<file path="src/rtl/lsu_mem_port.sv">
// Load/store unit bridging the execute stage and a 1-cycle-latency synchronous data memory.
// One request per handshake; loads return sign/zero-extended lanes, faults never touch memory.
module lsu_mem_port #(
  parameter logic [31:0] MEM_BYTES = 32'h0002_0000
) (
  input  logic        clk,
  input  logic        rst_n,
  input  logic        req_valid,
  output logic        req_ready,
  input  logic        req_wen,
  input  logic [2:0]  req_funct3,
  input  logic [31:0] req_addr,
  input  logic [31:0] req_wdata,
  output logic        resp_valid,
  input  logic        resp_ready,
  output logic [31:0] resp_rdata,
  output logic        resp_misalign,
  output logic        resp_fault,
  output logic [31:0] addrD,
  output logic        renD,
  output logic        wenD,
  output logic [31:0] wdataD,
  output logic [3:0]  MaskD,
  input  logic [31:0] rdataD
);

  localparam logic [1:0] IDLE = 2'd0;
  localparam logic [1:0] WAIT = 2'd1;
  localparam logic [1:0] RESP = 2'd2;

  logic [1:0]  state_q, state_d;
  logic        wen_q, wen_d;
  logic [2:0]  funct3_q, funct3_d;
  logic [1:0]  off_q, off_d;
  logic        resp_valid_q, resp_valid_d;
  logic [31:0] resp_rdata_q, resp_rdata_d;
  logic        resp_misalign_q, resp_misalign_d;
  logic        resp_fault_q, resp_fault_d;

  logic        accept;
  logic        illegal;
  logic        fault_c;
  logic        misraw_c;
  logic        misalign_c;
  logic        access_ok;
  logic [3:0]  mask_c;
  logic [31:0] wrep_c;
  logic [31:0] lane;
  logic [31:0] load_data;

  assign req_ready = (state_q == IDLE);
  assign accept    = req_valid & req_ready & rst_n;

  // Request decode: fault outranks misalignment so only one reason is reported.
  always_comb begin
    illegal  = 1'b1;
    misraw_c = 1'b0;
    mask_c   = 4'hF;
    wrep_c   = req_wdata;
    case (req_funct3)
      3'b000, 3'b001, 3'b010: illegal = 1'b0;
      3'b100, 3'b101:         illegal = req_wen;
      default:                illegal = 1'b1;
    endcase
    case (req_funct3[1:0])
      2'b00: begin
        mask_c = 4'b0001 << req_addr[1:0];
        wrep_c = {4{req_wdata[7:0]}};
      end
      2'b01: begin
        misraw_c = req_addr[0];
        mask_c   = 4'b0011 << req_addr[1:0];
        wrep_c   = {2{req_wdata[15:0]}};
      end
      default: begin
        misraw_c = |req_addr[1:0];
        mask_c   = 4'hF;
        wrep_c   = req_wdata;
      end
    endcase
  end

  assign fault_c    = illegal | (req_addr >= MEM_BYTES);
  assign misalign_c = ~fault_c & misraw_c;
  assign access_ok  = accept & ~fault_c & ~misalign_c;

  assign addrD  = accept ? req_addr : 32'h0;
  assign wdataD = accept ? wrep_c : 32'h0;
  assign renD   = access_ok & ~req_wen;
  assign wenD   = access_ok & req_wen;
  assign MaskD  = access_ok ? mask_c : 4'h0;

  // Lane select uses the offset captured at accept, since req_addr is free to move on.
  assign lane = rdataD >> {off_q, 3'b000};

  always_comb begin
    case (funct3_q)
      3'b000:  load_data = {{24{lane[7]}}, lane[7:0]};
      3'b001:  load_data = {{16{lane[15]}}, lane[15:0]};
      3'b100:  load_data = {24'h0, lane[7:0]};
      3'b101:  load_data = {16'h0, lane[15:0]};
      default: load_data = lane;
    endcase
  end

  always_comb begin
    state_d         = state_q;
    wen_d           = wen_q;
    funct3_d        = funct3_q;
    off_d           = off_q;
    resp_valid_d    = resp_valid_q;
    resp_rdata_d    = resp_rdata_q;
    resp_misalign_d = resp_misalign_q;
    resp_fault_d    = resp_fault_q;
    case (state_q)
      IDLE: begin
        if (accept) begin
          wen_d           = req_wen;
          funct3_d        = req_funct3;
          off_d           = req_addr[1:0];
          resp_rdata_d    = 32'h0;
          resp_misalign_d = misalign_c;
          resp_fault_d    = fault_c;
          if (access_ok && !req_wen) begin
            state_d      = WAIT;
            resp_valid_d = 1'b0;
          end else begin
            state_d      = RESP;
            resp_valid_d = 1'b1;
          end
        end
      end
      WAIT: begin
        state_d         = RESP;
        resp_valid_d    = 1'b1;
        resp_rdata_d    = wen_q ? 32'h0 : load_data;
        resp_misalign_d = 1'b0;
        resp_fault_d    = 1'b0;
      end
      RESP: begin
        if (resp_ready) begin
          state_d         = IDLE;
          resp_valid_d    = 1'b0;
          resp_rdata_d    = 32'h0;
          resp_misalign_d = 1'b0;
          resp_fault_d    = 1'b0;
        end
      end
      default: begin
        state_d      = IDLE;
        resp_valid_d = 1'b0;
      end
    endcase
  end

  always_ff @(posedge clk) begin
    if (!rst_n) begin
      state_q         <= IDLE;
      wen_q           <= 1'b0;
      funct3_q        <= 3'b000;
      off_q           <= 2'b00;
      resp_valid_q    <= 1'b0;
      resp_rdata_q    <= 32'h0;
      resp_misalign_q <= 1'b0;
      resp_fault_q    <= 1'b0;
    end else begin
      state_q         <= state_d;
      wen_q           <= wen_d;
      funct3_q        <= funct3_d;
      off_q           <= off_d;
      resp_valid_q    <= resp_valid_d;
      resp_rdata_q    <= resp_rdata_d;
      resp_misalign_q <= resp_misalign_d;
      resp_fault_q    <= resp_fault_d;
    end
  end

  assign resp_valid    = resp_valid_q;
  assign resp_rdata    = resp_rdata_q;
  assign resp_misalign = resp_misalign_q;
  assign resp_fault    = resp_fault_q;

endmodule
</file>
<file path="config.mk">
export PLATFORM = sky130hd
export DESIGN_NAME = lsu_mem_port
export DESIGN_NICKNAME = d
export VERILOG_FILES = /design/src/rtl/lsu_mem_port.sv
export SDC_FILE = /design/constraint.sdc
export NUM_CORES = 1
export LEC_CHECK = 0
export ABC_AREA = 1
export BUFFER_PORTS_ARGS = -buffer_cell sky130_fd_sc_hd__clkbuf_2
export CORE_AREA = 2 2 121 94
export CTS_CLUSTER_SIZE = 28
export DETAILED_ROUTE_END_ITERATION = 8
export DIE_AREA = 0 0 123 96
export GPL_TIMING_DRIVEN = 0
export SYNTH_ARGS = -nofsm -noshare
export SYNTH_HDL_FRONTEND = slang
export SYNTH_SLANG_ARGS = --single-unit
</file>
<file path="constraint.sdc">
create_clock -name clk -period 1.6 [get_ports clk]
set_input_delay 0.24 -clock clk [delete_from_list [all_inputs] [get_ports clk]]
set_output_delay 0.24 -clock clk [all_outputs]
set_load 0.05 [all_outputs]
</file>
==> results of run 1 <==
-- power breakdown --
part | internal [uW] | switching (uW)
Clock | 578 | 415
Combinational | 904 | 1410
Sequential | 1070 | 18.7
-- logic make-up (layout without fill, tap and decap cells) --
group | Yosys count | after routing | share of synthesized area, %
AND/OR/NAND/NOR | 276 | 277 | 35.6
AO/OA/AOI/OAI | 132 | 132 | 22.4
buffers and inverters | 106 | 347 | 13.8
flip-flops | 42 | 42 | 27.0
adder cells (fa/ha/maj) | 3 | 3 | 1.21
-- repair_timing --
item,in CTS,in global routing
endpoints found under the setup margin,102,104
pin swaps,8,7
gates resized for setup,176,102
setup buffers,12,7
gates cloned,3,3
-- synth_stat cells, drive strengths merged --
| library cell | n |
|---|---|
| nand2 | 155 |
| nor2 | 103 |
| inv | 73 |
| a21oi | 64 |
| o21ai | 48 |
| dfxtp | 42 |
| clkbuf | 18 |
| nand3 | 14 |
| buf | 13 |
| o22ai | 11 |
| a211oi | 8 |
| ha | 3 |
| clkinv | 2 |
| nor3 | 2 |
| nand4 | 1 |
| o211ai | 1 |
| or2 | 1 |
-- metrics by stage --
stage               setup TNS, ns  hold WS (ns)  util (%)  power [uW]
floorplan                  -13.88         0.353         -        2410
global placement           -24.33         0.456      47.4        2850
detailed placement         -26.68         0.460      47.4        2850
CTS                        -22.71         0.221      57.3        4220
global route               -33.18         0.259      60.3        4610
finish                     -26.79         0.219      60.3        4390
-- sequential cells by signal, summed over array words and instances (netlist names) --
register       count
funct3_q           3
off_q              2
resp_fault         1
resp_misalign      1
resp_rdata        32
state_q            2
wen_q              1
-- worst max-delay path: cells and delay by family (launching register included) --
family        cells  cell delay, ns
simple gates      2            0.27
buf+inv           4            0.64
flops             1            0.33
fa+ha+maj         1            0.15
-- worst min-delay path by stage --
stage,start,endpoint,slack (ns),depth (start not counted)
2_1_floorplan,rst_n,state_q[1],0.35,2
3_3_place_gp,resp_rdata[31],resp_rdata[31],0.46,2
3_5_place_dp,resp_rdata[2],resp_rdata[2],0.46,2
4_1_cts,req_funct3[2],funct3_q[2],0.22,3
5_1_grt,req_funct3[2],funct3_q[2],0.26,3
6_report,req_funct3[2],funct3_q[2],0.22,3
-- per-layer routing --
| layer | part of all wire, % | wire length (um) | vias up |
|---|---|---|---|
| li1 | - | - | 2244 |
| met2 | 46 | 6620 | 125 |
| met3 | 4.7 | 678 | 30 |
| met5 | 0 | 0 | - |
| met4 | 2.2 | 314 | 0 |
| met1 | 47 | 6800 | 2053 |
-- cell type report --
class                   instances  area share (%)
well taps                     140            2.73
clock inverters                 2           0.214
inverters                      75            4.66
plain buffers                  31            4.85
multi-input cells             412            40.8
clock buffers                   6            2.01
flip-flops and latches         42            13.2
repair buffers                233            31.5
==> results.txt, run 1 <==
The run finished, with violations left. The final reports fail on negative setup slack. The signal on the critical path passes through inv_2 -> ha_4 -> nand3_4 -> clkbuf_16 -> buf_12 -> nor2_4 -> buf_8.

After clock tree synthesis, the flow added hold-fix buffers numbering 0. The maximum number of pins on one net before global-route repair came out at 14. The flip-flop and latch area came out at 846 um^2. After the flow finishes, the layout carries non-filler instances totaling 941. The distinct cell type count of the synthesized netlist came out at 26. In this run the biggest area consumer among cell types represents 27.0% of the synthesized area.

The min-delay analysis places its worst path in the category input pin to flop. Synthesis inferred 42 register bits. The number of pins with negative max-slew slack in the final report came out at 0. Across the routed clock network, the largest skew measured is 0.00476 ns. The post-synth net total came out at approximately 670. The wire length of the first global-routing pass came out at between 20,000 and 25,000 um. The met3 usage in global routing is 4.62%.

In this run the horizontal extent of the chip is roughly 120 um. The die covers 0.0118 mm^2. In this run the worst path has a maximum fanout of 10. The detailed-routing iteration count for the pre-antenna-repair pass came out at 4.

For this run, the top clock speed supported by timing is ~520 MHz. The H-tree level count is 2. The leakage component of the power came out at approximately 0.0030 uW. The total DRC errors in the routed layout came out at 0. The number of maximum-capacitance violations is 0.

The met1 track demand over resource came out at about a third. The routing layer with the top usage in global route is met2. The sequential area share after synthesis is 27.0%. The standard cell core area is about 0.011 mm^2.

The number of vias in the routed layout is between 4k and 5k. The DRC marker count from the first detailed-route iteration came out at 211. The maximum buffer depth of the clock tree is 2. Averaged over all synthesized cells, the footprint is 5.56 um^2. In this run the critical register-to-register path is launched from state_q[0].

Yosys printed 0 warnings. The finished layout cell area is 0.00642 mm^2. The required time of the critical path came out at 1.36 ns. The biggest area contributor in the post-synthesis netlist is dfxtp_1.

The number of buffers added by the clock tree synthesis step is 5. Leaving out fill and tap cells, the most frequent cells in the layout are nand2_1 (150), clkbuf_2 (140), buf_8 (71). In this run the critical register-to-register path is captured at resp_rdata[12].

Global routing used 23.6% of the available tracks. The count of endpoints failing hold in the final timing report came out at 0. Summed over all layers, the global routing overflow is 0. Setup repair after global routing could not meet its margin everywhere.

The share of cells above drive strength 1 came out at 45.9%. The area of the multi-input gates came out at 0.00262 mm^2. 210 I/O pins were placed.

The clock-pin slew of the registers on the worst-case setup and hold paths came out at 0.06 ns. The detail route stage leaves a number of antenna-violating nets equal to 0. The slack of the critical path came out at -0.317 ns. The initial antenna violation count came out at 0.

The count of nets after finishing is 907. The share of the cycle needed by the critical path after routing is 120%. The number of cells in the design after placement came out at 908. The area growth from synthesis to layout came out at 107%.

The wire length per cell after detailed routing came out at 15.3 um. The effective utilization at floorplan came out at 29.2%. The largest individual stage delay along the critical path comes from the cell dfxtp_2. Following the worst setup path forward leads to its endpoint at addrD[10]. Setup violations remaining at the end of the flow were counted as 104. The met2 usage is 37.4%.

After technology mapping, the gate count stands at 559. The delay of the slowest cell on the worst path came out at 0.33 ns. Power spread over the standard cell area amounts to 684 mW/mm^2.

TritonCTS built the clock tree. The clock latency at the later pin of the worst-skew pair came out at 0.29 ns. The worst slew margin relative to its limit is 66.6%.

The setup path with the least slack is of type flop to output port. The via count of the first global-routing pass was 4,030. At the pin with the least slew margin, the transition time is between 0.5 and 0.6 ns. The repair_antennas step left the layout with diodes totalling 0.

The TritonCTS sink count is 42. CTS placed an instance of clkbuf_16 at the clock tree root. The area of the mapped netlist is 0.00311 mm^2.

The count of port buffers added during placement is ~210. In this run the cell area measured after placement is 0.00505 mm^2. The worst setup path is captured at an output port.

The HPWL after detailed placement is about 11,000 um. The setup slack of the most critical reg-to-reg path is -0.27 ns. The post-detailed-routing wire length is 14,400 um. The timing startpoint of the critical path is state_q[0]. The vertical extent of the die came out at 96 um. Yosys attributes the largest share of cell area to dfxtp_1 (27%), nand2_1 (18%), nor2_1 (12%). The post-placement setup slack is -0.623 ns.

The post-layout minimum cycle time is 1.92 ns. IR analysis of the VDD net gives a maximum drop of 392 uV. At the worst endpoint, the arrival time is 1.68 ns. Dividing the detail-routed via count by the number of cells gives 4.73. The most common cell after layout, fill and taps aside is nand2_1. The depth of the most critical reg-to-reg path is 12. The final weighted congestion in routability-driven placement came out at 0.894. The worst setup path is launched from a flop.

The floorplan has 33 rows. The layout has 999 filler cells.
No activity file was read; power rests on OpenSTA's default activity.
==> run 2: changes to the inputs <==
--- a/config.mk
+++ b/config.mk
@@ -8,10 +8,10 @@
 export ABC_AREA = 1
 export BUFFER_PORTS_ARGS = -buffer_cell sky130_fd_sc_hd__clkbuf_2
 export CORE_AREA = 2 2 121 94
-export CTS_CLUSTER_SIZE = 28
 export DETAILED_ROUTE_END_ITERATION = 8
 export DIE_AREA = 0 0 123 96
 export GPL_TIMING_DRIVEN = 0
+export SKIP_CTS_REPAIR_TIMING = 1
 export SYNTH_ARGS = -nofsm -noshare
 export SYNTH_HDL_FRONTEND = slang
 export SYNTH_SLANG_ARGS = --single-unit
==> results.txt, run 2 (synthesis results as in run 1) <==
The post-layout minimum cycle time is slightly below 2 ns. Data arrives at the worst endpoint at around 1.7 ns. The number of setup violations in the final report is roughly 100. Setup repair after global routing could not meet its margin everywhere.

The upper clock frequency limit came out at 506 MHz. 0 antenna diodes ended up in the layout. The area of placed instances is 0.00505 mm^2. The clock-pin slew of the registers on the worst-case setup and hold paths is 0.06 ns. The critical register-to-register path endpoint is resp_rdata[26]. The number of fill cells in the layout is 1,042.

Global routing consumed, on the met2 layer, 31.4% of the routing resources. The wire length of the first global-routing pass came out at 19,400 um. The worst setup path is captured at an output port. In this run the core area contains 33 standard-cell rows. The maximum number of pins on one net before global-route repair came out at 14.

Max-cap violations in this run came to 0. The count of nets after finishing is 895. The maximum buffer depth of the clock tree is 2.

The initial antenna violation count came out at 0. The met3 usage in global routing came out at under 10%. The count of port buffers added during placement came out at 209. The total global routing track utilization is 21.1%. In this run the clock root is driven by a clkbuf_16. The worst setup path is launched from a flop. The number of pins with negative max-slew slack in the final report is 0. The type of the worst setup path is flop to output port. The TritonCTS sink count came out at 42. The width of the chip came out at around 120 um. The final reports fail on negative setup slack. The number of clock buffers added by TritonCTS is 5.

The power density over the cells came out at 699 mW/mm^2. Leaving out fill and tap cells, the most frequent cell in the layout is nand2_1. Wires add up to 13,500 um.

The number of vias in the routed layout came out at 4,372. After global routing the overflow that remains totals 0. After layout, the worst setup slack is -0.378 ns. Headroom to the max-slew limit came out at 68.0%. Dividing the final minimum period by the clock period gives 124%.

The clock latency at the later pin of the worst-skew pair came out at 0.29 ns. The DRC marker count from the first detailed-route iteration came out at 234. After legalization and detailed placement, the total HPWL measured 10,700 um. The required time of the critical path came out at 1.36 ns. Routability-driven placement finished with a final weighted congestion of 0.894. The run finished, with violations left. The area growth from synthesis to layout is 92.4%. The start point of the worst hold path is req_funct3[2]. The I/O pin count came out at between 200 and 250. The top cell types in the final layout, fill and taps aside, are nand2_1 (150), clkbuf_2 (144), inv_1 (67). Along the worst path, the maximum fanout reaches 7. The share of cells above drive strength 1 is 44.4%. The count of endpoints failing hold in the final timing report is 0. The standard cell core area is about 0.011 mm^2.

The number of cells on the worst hold path came out at 3. The post-layout total power came out at 4180 uW. The detailed-routing iteration count for the pre-antenna-repair pass is 4.

The analysis attributes to cell leakage a power of 0.00287 uW. For this configuration, the core starts out at a cell density of 29.2%. The vertical extent of the die came out at about 96 um. The via count of the first global-routing pass was between 3k and 4k. For the pin with the worst max-slew slack, the measured transition is 0.480 ns. The final sum of negative setup slack is -26.63 ns. The global routing stage identified its most utilized layer as met2. The total DRC errors in the routed layout came out at 0. The clock skew came out at slightly above 0.006 ns. The setup slack of the most critical reg-to-reg path is -0.22 ns. The type of the tightest min-delay check is input pin to flop. Across all hold checks on the routed design, the worst slack comes to around 0.22 ns. The startpoint identified for the worst register-to-register timing path is state_q[1].

The finished layout cell area is 0.00598 mm^2. In the final routed layout, each cell accounts on average for 14.5 um. The full die area came out at ~0.012 mm^2. The core utilization of the finished layout is between 50% and 60%. The H-tree level count is 2. The worst-case hold path end point is funct3_q[2]. In this run the remaining antenna-violating nets after routing total 0. For met1 alone, demand over resource in global routing was 30.6%.

The worst voltage drop across the vdd grid is between 300 and 400 uV. After detailed routing, the number of vias per cell comes to 4.71. The depth of the most critical reg-to-reg path is 12. The flip-flop count of the largest register after layout is 32. The CTS tree is built.
-- run 2: cell count changes in the layout (fill, tap and decap cells not counted), sizes merged --
| cell | previous run | this run |
|---|---|---|
| buf | 104 | 94 |
| clkinv | 5 | 4 |
| inv | 70 | 71 |
| nand2 | 156 | 155 |
| clkbuf | 166 | 165 |
-- run 2: how the worst max path moves through the flow --
stage                        from         end  slack (ns)  depth (start not counted)
global placement    req_funct3[1]  wdataD[15]       -0.59                          7
finish                 state_q[1]   wdataD[9]       -0.38                          8
global route           state_q[1]   wdataD[9]       -0.44                          8
CTS                    state_q[0]   wdataD[9]       -0.65                          7
detailed placement  req_funct3[1]  wdataD[15]       -0.62                          7
floorplan              state_q[1]  wdataD[18]       -0.24                          5
-- run 2: per-stage QoR --
stage,worst slack (ns),instances
6_report,-0.378,929
5_1_grt,-0.439,929
4_1_cts,-0.652,916
3_5_place_dp,-0.623,908
3_3_place_gp,-0.589,908
2_1_floorplan,-0.236,559
-- run 2: report_power, final --
| group | switching (uW) | internal [uW] |
|---|---|---|
| logic | 1330 | 770 |
| clock network | 415 | 578 |
| registers | 18.9 | 1070 |
| total | 1760 | 2420 |
-- run 2: per-layer routing --
layer / vias to the layer above / wire, um
met5: - / 0
met4: 0 / 210
met3: 16 / 692
met2: 116 / 6200
met1: 2016 / 6370
li1: 2224 / -
-- run 2: final cells by class --
type                            instances  area, um^2  share of cell area (%)
Multi-Input combinational cell        411        2520                    42.1
Timing Repair Buffer                  222        1730                    28.9
Sequential cell                        42         845                    14.1
Inverter                               75         297                    4.96
Buffer                                 31         278                    4.64
Tap cell                              140         175                    2.93
Clock buffer                            6         129                    2.15
Clock inverter                          2        13.8                   0.230
-- run 2: critical path, stage by stage (launching register included) --
cell and delay [ns]:
dfxtp_4 0.36, inv_4 0.07, ha_4 0.16, nand3_4 0.16, clkinvlp_4 0.14, buf_12 0.14
o21ai_2 0.10, nor2_4 0.14, buf_6 0.17
